### config.mk
export PLATFORM = sky130hd
export DESIGN_NAME = iomem_router
export DESIGN_NICKNAME = d
export VERILOG_FILES = /design/src/rtl/iomem_router.sv
export SDC_FILE = /design/constraint.sdc
export NUM_CORES = 1
export LEC_CHECK = 0
export ABC_CLOCK_PERIOD_IN_PS = 2300
export CAP_MARGIN = 5
export CORE_AREA = 2 2 118 120
export DETAILED_ROUTE_END_ITERATION = 10
export DIE_AREA = 0 0 120 122
export PLACE_DENSITY = 0.76
export SLEW_MARGIN = 20
export SYNTH_ARGS = -nofsm -noshare
export SYNTH_HDL_FRONTEND = slang
export SYNTH_SLANG_ARGS = --single-unit
### constraint.sdc
create_clock -name clk -period 2.3 [get_ports clk]
set_input_delay 0.46 -clock clk [delete_from_list [all_inputs] [get_ports clk]]
set_output_delay 0.46 -clock clk [all_outputs]
set_load 0.02 [all_outputs]
### src/rtl/iomem_router.sv
// iomem_router: claims one 16 MB page of the PicoSoC iomem bus and routes each access to one
// of NUM_SLAVES slots, with a per-access timeout. Optional error log: IOMEM_ROUTER_ERRLOG_EN.
module iomem_router #(
  parameter int          NUM_SLAVES = 4,
  parameter logic [7:0]  BASE_PAGE  = 8'h03,
  parameter int          TIMEOUT    = 255,
  parameter logic [31:0] ERR_DATA   = 32'hDEAD_BEEF
) (
  input  logic                       clk,
  input  logic                       resetn,
  input  logic                       iomem_valid,
  output logic                       iomem_ready,
  input  logic [3:0]                 iomem_wstrb,
  input  logic [31:0]                iomem_addr,
  input  logic [31:0]                iomem_wdata,
  output logic [31:0]                iomem_rdata,
  output logic [NUM_SLAVES-1:0]      s_valid,
  input  logic [NUM_SLAVES-1:0]      s_ready,
  output logic [3:0]                 s_wstrb,
  output logic [31:0]                s_addr,
  output logic [31:0]                s_wdata,
  input  logic [32*NUM_SLAVES-1:0]   s_rdata
`ifdef IOMEM_ROUTER_ERRLOG_EN
  ,
  output logic [7:0]                 err_count,
  output logic [31:0]                err_addr
`endif
);

  localparam int TW = $clog2(TIMEOUT + 1);

  typedef enum logic [1:0] {IDLE, ACTIVE, DONE} state_t;

  state_t                  state_reg, state_next;
  logic [NUM_SLAVES-1:0]   s_valid_reg, s_valid_next;
  logic                    ready_reg, ready_next;
  logic [31:0]             rdata_reg, rdata_next;
  logic [TW-1:0]           timer_reg, timer_next;

  logic [3:0]              slot;
  logic                    page_hit, slot_mapped, ready_hit, timed_out;
  logic [NUM_SLAVES-1:0]   slot_onehot;
  logic [31:0]             rdata_masked [NUM_SLAVES];
  logic [31:0]             rdata_sel;

  assign s_wstrb = iomem_wstrb;
  assign s_addr  = iomem_addr;
  assign s_wdata = iomem_wdata;

  assign slot        = iomem_addr[19:16];
  assign page_hit    = iomem_valid && (iomem_addr[31:24] == BASE_PAGE);
  assign slot_mapped = {1'b0, slot} < 5'(NUM_SLAVES);

  // The registered one-hot s_valid doubles as the latched slot select for ready and rdata.
  genvar gi;
  generate
    for (gi = 0; gi < NUM_SLAVES; gi++) begin : g_slot
      assign slot_onehot[gi]  = (slot == 4'(gi));
      assign rdata_masked[gi] = s_valid_reg[gi] ? s_rdata[32*gi +: 32] : 32'h0;
    end
  endgenerate

  always_comb begin
    rdata_sel = 32'h0;
    for (int i = 0; i < NUM_SLAVES; i++) rdata_sel = rdata_sel | rdata_masked[i];
  end

  assign ready_hit = |(s_ready & s_valid_reg);
  assign timed_out = (timer_reg == TW'(TIMEOUT - 1));

  always_comb begin
    state_next   = state_reg;
    s_valid_next = s_valid_reg;
    ready_next   = 1'b0;
    rdata_next   = rdata_reg;
    timer_next   = timer_reg;
    case (state_reg)
      IDLE: begin
        if (page_hit) begin
          if (slot_mapped) begin
            s_valid_next = slot_onehot;
            timer_next   = '0;
            state_next   = ACTIVE;
          end else begin
            rdata_next = ERR_DATA;
            ready_next = 1'b1;
            state_next = DONE;
          end
        end
      end
      ACTIVE: begin
        // Slot ready takes priority over a timeout expiring in the same cycle.
        if (ready_hit) begin
          rdata_next   = rdata_sel;
          s_valid_next = '0;
          ready_next   = 1'b1;
          state_next   = DONE;
        end else if (timed_out) begin
          rdata_next   = ERR_DATA;
          s_valid_next = '0;
          ready_next   = 1'b1;
          state_next   = DONE;
        end else begin
          timer_next = timer_reg + TW'(1);
        end
      end
      DONE:    state_next = IDLE;
      default: state_next = IDLE;
    endcase
  end

  always_ff @(posedge clk or negedge resetn) begin
    if (!resetn) begin
      state_reg   <= IDLE;
      s_valid_reg <= '0;
      ready_reg   <= 1'b0;
      rdata_reg   <= 32'h0;
      timer_reg   <= '0;
    end else begin
      state_reg   <= state_next;
      s_valid_reg <= s_valid_next;
      ready_reg   <= ready_next;
      rdata_reg   <= rdata_next;
      timer_reg   <= timer_next;
    end
  end

  assign s_valid     = s_valid_reg;
  assign iomem_ready = ready_reg;
  assign iomem_rdata = rdata_reg;

`ifdef IOMEM_ROUTER_ERRLOG_EN
  logic        err_event;
  logic [7:0]  err_count_reg;
  logic [31:0] err_addr_reg;

  assign err_event = ((state_reg == IDLE) && page_hit && !slot_mapped) ||
                     ((state_reg == ACTIVE) && !ready_hit && timed_out);

  always_ff @(posedge clk or negedge resetn) begin
    if (!resetn) begin
      err_count_reg <= 8'h0;
      err_addr_reg  <= 32'h0;
    end else if (err_event) begin
      if (err_count_reg != 8'hFF) err_count_reg <= err_count_reg + 8'd1;
      err_addr_reg <= iomem_addr;
    end
  end

  assign err_count = err_count_reg;
  assign err_addr  = err_addr_reg;
`else
  // Error responses still return ERR_DATA; only the log registers are absent.
`endif

endmodule

==> results of run 1 <==
routing by layer:
metal | global-route usage (%) | up-vias | share of wire (%)
li1 | - | 1407 | -
met1 | 17.98 | 1507 | 39
met2 | 27.66 | 173 | 50
met3 | 6.086 | 19 | 9.6
met4 | 4.559 | 0 | 1.9
met5 | 1.389 | - | 0
layout make-up:
| class | instances | share of cell area [%] |
|---|---|---|
| repair buffers | 214 | 42.11 |
| clock buffers | 6 | 2.750 |
| diodes | 1 | 0.04954 |
| well taps | 180 | 4.459 |
| clock inverters | 2 | 0.6936 |
| multi-input cells | 159 | 25.76 |
| flip-flops and latches | 47 | 23.28 |
| inverters | 12 | 0.8918 |
metrics by stage:
step / hold slack (ns) / TNS (ns) / cells
2_1_floorplan: 0.1644 / 0 / 310
3_3_place_gp: 0.5108 / -1.662 / 612
3_5_place_dp: 0.5270 / -3.077 / 612
4_1_cts: 0.2998 / 0 / 620
5_1_grt: 0.3296 / 0 / 620
6_report: 0.2633 / 0 / 621
logic make-up (layout without fill, tap and decap cells):
logic type | after synthesis | after routing
adder cells (fa/ha/maj) | 2 | 2
AO/OA/AOI/OAI | 122 | 122
buffers and inverters | 104 | 234
other | 0 | 1
flip-flops | 47 | 47
multiplexers | 2 | 2
AND/OR/NAND/NOR | 33 | 33
power breakdown:
part | switching, uW | internal [uW] | leakage (uW) | total (uW)
Combinational | 229 | 391 | 0.00136 | 620
Clock | 320 | 541 | 0.0000869 | 861
Sequential | 66.0 | 897 | 0.000603 | 962
layout by cell type, fill, tap and decap left out, drive strengths merged, types with 2 or more instances in the layout:
master and n:
nand2b 2, nor3 2, nor4 3, a22o 34, a2bb2oi 24, nand2 5
clkdlybuf4s50 194, nand3 6, o2bb2ai 2, o311a 2, a32o 2, o22ai 9
nor2 5, and3 2, ha 2, or4 4, inv 12, clkbuf 6
o211a 3, mux2i 2, a221oi 32, buf 20, a211o 5, a21oi 4
dfrtp 47, a22oi 2
worst max-delay path by stage:
stage                   start              end  slack, ns  cells past startpoint
2_1_floorplan  iomem_addr[26]     timer_reg[1]       0.38                      4
3_3_place_gp   iomem_addr[26]     timer_reg[1]      -0.09                      5
3_5_place_dp   iomem_addr[29]     timer_reg[1]      -0.15                      5
4_1_cts        iomem_addr[29]     timer_reg[1]       0.16                      5
5_1_grt        iomem_addr[25]  iomem_rdata[21]        0.1                      6
6_report       iomem_addr[29]     timer_reg[1]       0.16                      5
worst register-to-register path: cells and delay by family, from the launching register on:
family                     cells  cell delay [ns]
AOI/OAI and AO/OA              2             0.80
DFF                            1             0.43
buffers and inverters          2             0.34
adders and majority gates      1             0.15
muxes                          1             0.13
and+or+nand+nor                1             0.11
cells in the mapped netlist (all sizes together):
cell type / count / area [um2]
a211o: 5 / 43.79
a21oi: 4 / 20.02
a221oi: 32 / 280.3
a22o: 34 / 297.8
a22oi: 2 / 15.01
a2bb2oi: 24 / 210.2
a31oi: 1 / 6.260
a32o: 2 / 21.27
and3: 2 / 12.51
buf: 72 / 538.0
clkbuf: 20 / 75.07
dfrtp: 47 / 1176
ha: 2 / 25.02
inv: 12 / 45.04
mux2i: 2 / 32.53
nand2: 5 / 18.77
nand2b: 2 / 12.51
nand3: 6 / 30.03
nand4: 1 / 6.260
nor2: 5 / 18.77
nor2b: 1 / 6.260
nor3: 2 / 20.02
nor4: 3 / 25.02
o211a: 3 / 30.03
o211ai: 1 / 7.510
o22ai: 9 / 56.30
o2bb2ai: 2 / 17.52
o311a: 2 / 20.02
o32ai: 1 / 8.760
or2: 1 / 6.260
or4: 4 / 37.53
or4bb: 1 / 11.26
==> metrics.md, run 1 <==
| Metric | Value |
|---|---|
| Status | finished clean |
| Max Freq | 0.4672 GHz |
| Yosys warning count | 0 |
| Max rail drop VDD | 0.0002930 V |
| Synthesis-stage register bit count | 47 |
| Post-DP HPWL | 9523 um |
| Fin crit period | 2.140 ns |
| Gr usage total | 15.88% |
| Initial antenna violation count | 1 |
| Post-route clock period utilization | 93.06% |
| Reg clk slew, reported paths | 0.07 ns |
| Register-to-register path setup slack | 0.23 ns |
| Area of the multi-input gates | 0.001301 mm2 |
| Chip width | 120 um |
| Dpl cell area | 0.004875 mm2 |
| Relative slew slack | 57.74% |
| Total wire length | 12250 um |
| RD Place Congestion | 0.7970 |
| Post-CTS Setup Repair Bufs | 0 |
| Share of cells above drive strength 1 | 8.409% |
| Critical Path Sink Type | flop |
| Worst slack, placed | -0.1502 ns |
| Slew @ Worst Pin | 0.6338 ns |
| Largest net degree at the start of global routing | 48 |
| Final Cell Area | 0.005051 mm2 |
| Synth unique cells | 37 |
| Post-route setup slack | 0.1595 ns |
| Vias per std cell | 5.002 |
| Row count | 43 |
| Post-CTS sizing | 0 |
| # IOs | 308 |
| Setup violations, final | 0 |
| Initial Util | 23.19% |
| Synth Instances | 310 |
| Maxcap violations | 0 |
| Reg area | 0.001176 mm2 |
| Critical path launch point type | primary input |
| CTS tree | built |
| Sink Count | 47 |
| DR WL/cell | 19.72 um |
| Syn_area_per_cell | 10.10 um2 |
| Fillers | 1333 |
| Hold Buf Count CTS | 0 |
| Critical path's slowest cell | or4_4 |
| Synth Area in Compound Gates | 33.04% |
| Total number of vias | 3106 |
| Cell Pwr Density | 483.7 mW/mm2 |
| Post-synthesis simple-gate area fraction | 6.552% |
| Sequential-to-total area share from yosys stat | 37.55% |
| Core area | 0.01350 mm2 |
| CTS HTree Levels | 2 |
| Critical path class | in2reg |
| Tightest Hold Check Type | in2async |
| Die ar. | 0.01464 mm2 |
| Synthesized cell area | 0.003132 mm2 |
| CP Data Arrival Time | 2.29 ns |
| Core Util, Final | 37.40% |
| Pre-antenna DRT Iters | 4 |
| Area delta synth->final | 61.29% |
| Post-synthesis xor/xnor area fraction | 0% |
| Number of global-route vias before repair | 3161 |
| CTS Buf Count | 5 |
| Largest family of logic cells by synthesized area | compound AO/OA/AOI/OAI gates |
| Worst r2r src | timer_reg[0] |
| Largest register FFs | 32 |
| First-pass GRT wire length | 17730 um |
| R2R depth | 7 |
| Max Slew Vio Count | 0 |
| WP data required | 2.45 ns |
| Final Hold Viols | 0 |
| Total grt overflow | 0 |
| Cell chain of the critical path | clkdlybuf4s50_1 -> or4_4 -> or4_4 -> mux2i_4 -> o32ai_1 |
| Post-Synth Adder-Cell Area | 0.7990% |
| Mux contribution to synthesized area | 1.039% |
| Die Ht | 122 um |
| Final #Nets | 644 |
| Leak pwr | 0.002047 uW |
| RSZ-0062 raised after global routing | no |
| Crit-path most repeated cell | or4_4 |
| Bufs and invs on worst path | 1 |
| Pwr Total | 2443 uW |
| Buffers on Ports | 195 |
| Syn nets | 515 |
| Clock root buffer | clkbuf_16 |
| DRT iter0 DRCs | 128 |
| DRC | 0 |
| Crit-path max FO | 3 |
| Final ANT Viol Nets | 0 |
| Delay-heaviest family, CP | simple AND/OR/NAND/NOR gates |
| Clock buffer depth | 2 |
| Largest stage delay, worst path | 0.55 ns |
| Clock skew | 0.006975 ns |
| Clk Latency, worst-skew pair | 0.29 ns |
| RR Endpoint | s_valid[1] |
No activity file was read; power rests on OpenSTA's default activity.
==> inputs of run 2 (changes only) <==
--- a/config.mk
+++ b/config.mk
@@ -5,12 +5,14 @@
 export SDC_FILE = /design/constraint.sdc
 export NUM_CORES = 1
 export LEC_CHECK = 0
+export ABC_AREA = 1
 export ABC_CLOCK_PERIOD_IN_PS = 2300
 export CAP_MARGIN = 5
-export CORE_AREA = 2 2 118 120
+export CORE_AREA = 2 2 120 122
 export DETAILED_ROUTE_END_ITERATION = 10
-export DIE_AREA = 0 0 120 122
-export PLACE_DENSITY = 0.76
+export DIE_AREA = 0 0 122 124
+export PLACE_DENSITY = 0.79
+export RECOVER_POWER = 100
 export SLEW_MARGIN = 20
 export SYNTH_ARGS = -nofsm -noshare
 export SYNTH_HDL_FRONTEND = slang
==> run 2 against run 1 <==
  * Fmax shrank 2.1%
  * Clock power grew 2%
  * Sequential power fell by 5.9%
  * Synthesized area is 19% higher
  * Via count up 22%
  * Clock skew grew 0.0041 ns
  * Largest power group unchanged
==> metrics.md, run 2 <==
| Metric | Value |
|---|---|
| Status | finished clean |
| Worst r2r src | s_valid[2] |
| Crit-path max FO | 4 (+1) |
| Syn_area_per_cell | 6.793 um2 (-33%) |
| RSZ-0062 raised after global routing | no |
| DR WL/cell | 14.22 um (-28%) |
| Setup violations, final | 0 (unchanged) |
| Synthesized cell area | 0.003736 mm2 (+19%) |
| Synth Instances | 550 (+77%) |
| Post-Synth Adder-Cell Area | 0.6698% (-0.13 points) |
| Largest stage delay, worst path | 0.73 ns (+0.18 ns) |
| Final ANT Viol Nets | 0 (unchanged) |
| RD Place Congestion | 0.7993 (+0.29%) |
| Tightest Hold Check Type | in2async |
| Yosys warning count | 0 (unchanged) |
| Total number of vias | 3801 (+22%) |
| TNS Setup | 0 ns (unchanged) |
| Fin crit period | 2.187 ns (+0.04697 ns) |
| Leak pwr | 0.002553 uW (+25%) |
| RR Endpoint | s_valid[2] |
| Post-route clock period utilization | 95.11% (+2.0 points) |
| Initial antenna violation count | 0 (-1) |
| Post-synthesis simple-gate area fraction | 47.76% (+41 points) |
| CTS tree | built |
| Pre-antenna DRT Iters | 4 (unchanged) |
| CTS HTree Levels | 2 (unchanged) |
| CP Data Arrival Time | 1.73 ns (-0.56 ns) |
| Core area | 0.01372 mm2 (+1.6%) |
| Final Hold Viols | 0 (unchanged) |
| Number of global-route vias before repair | 3501 (+11%) |
| First-pass GRT wire length | 17920 um (+1.0%) |
| Post-synth EDFFs | 0 (unchanged) |
| Area delta synth->final | 45.61% |
| Synth Area in Compound Gates | 0.7368% (-32 points) |
| Clock skew | 0.01105 ns (+0.004075 ns) |
| Total grt overflow | 0 (unchanged) |
| Most common cell in the netlist | nand2_1 |
| Reg clk slew, reported paths | 0.07 ns (about the same) |
| Largest register FFs | 32 (unchanged) |
| Relative slew slack | 7.115% (-51 points) |
| Synth unique cells | 26 (-30%) |
| Clock root buffer | clkbuf_16 |
| Gr usage total | 15.40% (-0.48 points) |
| Critical Path Sink Type | output pin |
| DRT iter0 DRCs | 126 (-1.6%) |
| Critical path class | in2out |
| ANT cells | 0 (-1) |
| Largest area contributor in the netlist | dfrtp_1 |
| Synthesis-stage register bit count | 47 (unchanged) |
| Post-synth ARST share | 100.0% (unchanged) |
| Critical path's slowest cell | dlygate4sd3_1 |
| Max rail drop VDD | 0.0002731 V (-6.8%) |
| # IOs | 308 (unchanged) |
| Vias per std cell | 4.451 (-11%) |
| Post-CTS Setup Repair Bufs | 0 (unchanged) |
| DRC | 0 (unchanged) |
| WP data required | 1.84 ns (-0.61 ns) |
| Initial Util | 27.23% (+4.0 points) |
| Core Util, Final | 39.65% (+2.2 points) |
| Cell Pwr Density | 434.0 mW/mm2 (-10%) |
| Die Ht | 124 um (+1.6%) |
| Sequential-to-total area share from yosys stat | 31.48% (-6.1 points) |
| Most common cell after layout, fill and taps aside | nand2_1 |
| Bufs and invs on worst path | 2 (+1) |
| Share of cells above drive strength 1 | 8.012% (-0.40 points) |
| Sw Ratio | 25.50% (+0.33 points) |
| Max Freq | 0.4572 GHz (-2.1%) |
| Chip width | 122 um (+1.7%) |
| Post-DP HPWL | 9789 um (+2.8%) |
| Largest net degree at the start of global routing | 34 (-29%) |
| Ys flop type | dfrtp_1 |
| Maxcap violations | 0 (unchanged) |
| Delay-heaviest family, CP | buffers and inverters |
| Commonest cells post-synth | 216 x nand2_1, 72 x buf_4, 56 x nor2_1 |
| Most frequent cells in the layout | 217 x nand2_1, 144 x clkdlybuf4s50_1, 77 x nor2_1 |
| Clock buffer depth | 2 (unchanged) |
| Die ar. | 0.01513 mm2 (+3.3%) |
| R2R depth | 8 (+1) |
| Critical path launch point type | primary input |
| Clk pwr share | 37.1% (+1.9 points) |
| Combinational fraction of design power | 24.6% (-0.8 points) |
| Flop pwr share | 38.3% (-1.1 points) |
| Mux contribution to synthesized area | 0% (-1.0 points) |
| Syn nets | 755 (+47%) |
| Cell chain of the critical path | clkdlybuf4s50_1 -> dlygate4sd3_1 |
| Top cell type's share of synthesized area | 31.48% (-6.1 points) |
| CTS Buf Count | 5 (unchanged) |
| Row count | 43 (unchanged) |
| Largest family of logic cells by synthesized area | simple AND/OR/NAND/NOR gates |
| Slew @ Worst Pin | 1.393 ns (+0.7594 ns) |
| Clk Latency, worst-skew pair | 0.29 ns (about the same) |
| Total wire length | 12150 um (-0.82%) |
| Final #Nets | 878 (+36%) |
| Internal power | 1759 uW (-3.8%) |
| Leading post-synthesis cells by cell area | dfrtp_1 31%, nand2_1 22%, buf_4 14% |
| Buffers on Ports | 195 (unchanged) |
| Max Slew Vio Count | 0 (unchanged) |
| Register-to-register path setup slack | 0.33 ns (+0.10 ns) |
| Sink Count | 47 (unchanged) |
| Post-synthesis xor/xnor area fraction | 0% (unchanged) |
| Hold Buf Count CTS | 0 (unchanged) |
| Post-CTS sizing | 0 (unchanged) |
| Switch Pwr | 602.1 uW (-2.1%) |
-- run 2: changes by cell type in the layout (fill, tap and decap cells not counted), moves of 24 or more --
cell | before | now
nand2_1 | 5 | 217
nor2_1 | 5 | 77
clkdlybuf4s50_1 | 194 | 144
dlygate4sd3_1 | 0 | 50
nand3_1 | 6 | 48
a22o_1 | 34 | 0
a221oi_1 | 32 | 0
a2bb2oi_1 | 24 | 0
-- run 2: worst register-to-register path, delay by kind of cell, from the launching register on --
kind	cells	cell delay (ns)
simple gates	7	1.29
flops	1	0.40
buf+inv	1	0.21
-- run 2: power groups by stage --
stage               combinational, uW  clock (uW)  sequential (uW)
finish                            581         875              905
global route                      631         946              912
CTS                               625         915              916
detailed placement                625           0              931
global placement                  615           0              930
floorplan                         306           0              980
-- run 2: through the flow --
step / hold WS [ns] / instances / setup WS (ns) / area (um2) / power [uW]
after global placement: 0.4827 / 846 / 0.1758 / 5360 / 1545
final: 0.4828 / 854 / 0.1125 / 5440 / 2361
after floorplan: 0.1644 / 550 / 0.7942 / 3736 / 1286
after CTS: 0.1993 / 854 / 0.1691 / 5538 / 2456
after global routing: 0.5066 / 854 / 0.08634 / 5440 / 2489
after detailed placement: 0.4867 / 846 / 0.1604 / 5360 / 1556
-- run 2: worst max path at each step --
| stage | end | startpoint | depth (start not counted) | slack (ns) |
|---|---|---|---|---|
| after floorplan | iomem_rdata[0] | s_valid[3] | 10 | 0.79 |
| after global placement | s_addr[16] | iomem_addr[16] | 2 | 0.18 |
| after detailed placement | iomem_rdata[10] | iomem_addr[18] | 9 | 0.16 |
| after CTS | s_addr[16] | iomem_addr[16] | 2 | 0.17 |
| after global routing | s_addr[16] | iomem_addr[16] | 2 | 0.09 |
| final | s_addr[16] | iomem_addr[16] | 2 | 0.11 |
-- run 2: cell type report --
type	instances	area, um2
tap	180	225.2
fill	1440	8279
inverter	16	60.06
clock inverter	2	38.79
sequential	47	1176
timing repair buffer	207	2046
clock buffer	6	138.9
multi-input combinational	396	1755
-- run 2: metal layers --
layer	routed length, um	vias to the layer above	global-route usage [%]
li1	-	1882	-
met3	1339	20	4.808
met5	0	-	0
met2	5865	198	28.11
met4	221	0	4.741
met1	4720	1701	17.08
-- run 2: cell families (layout without fill, tap and decap cells) --
| family | after synthesis | count (layout) |
|---|---|---|
| AO/OA/AOI/OAI | 5 | 5 |
| AND/OR/NAND/NOR | 389 | 389 |
| buffers and inverters | 107 | 231 |
| adder cells (fa/ha/maj) | 2 | 2 |
| flip-flops | 47 | 47 |
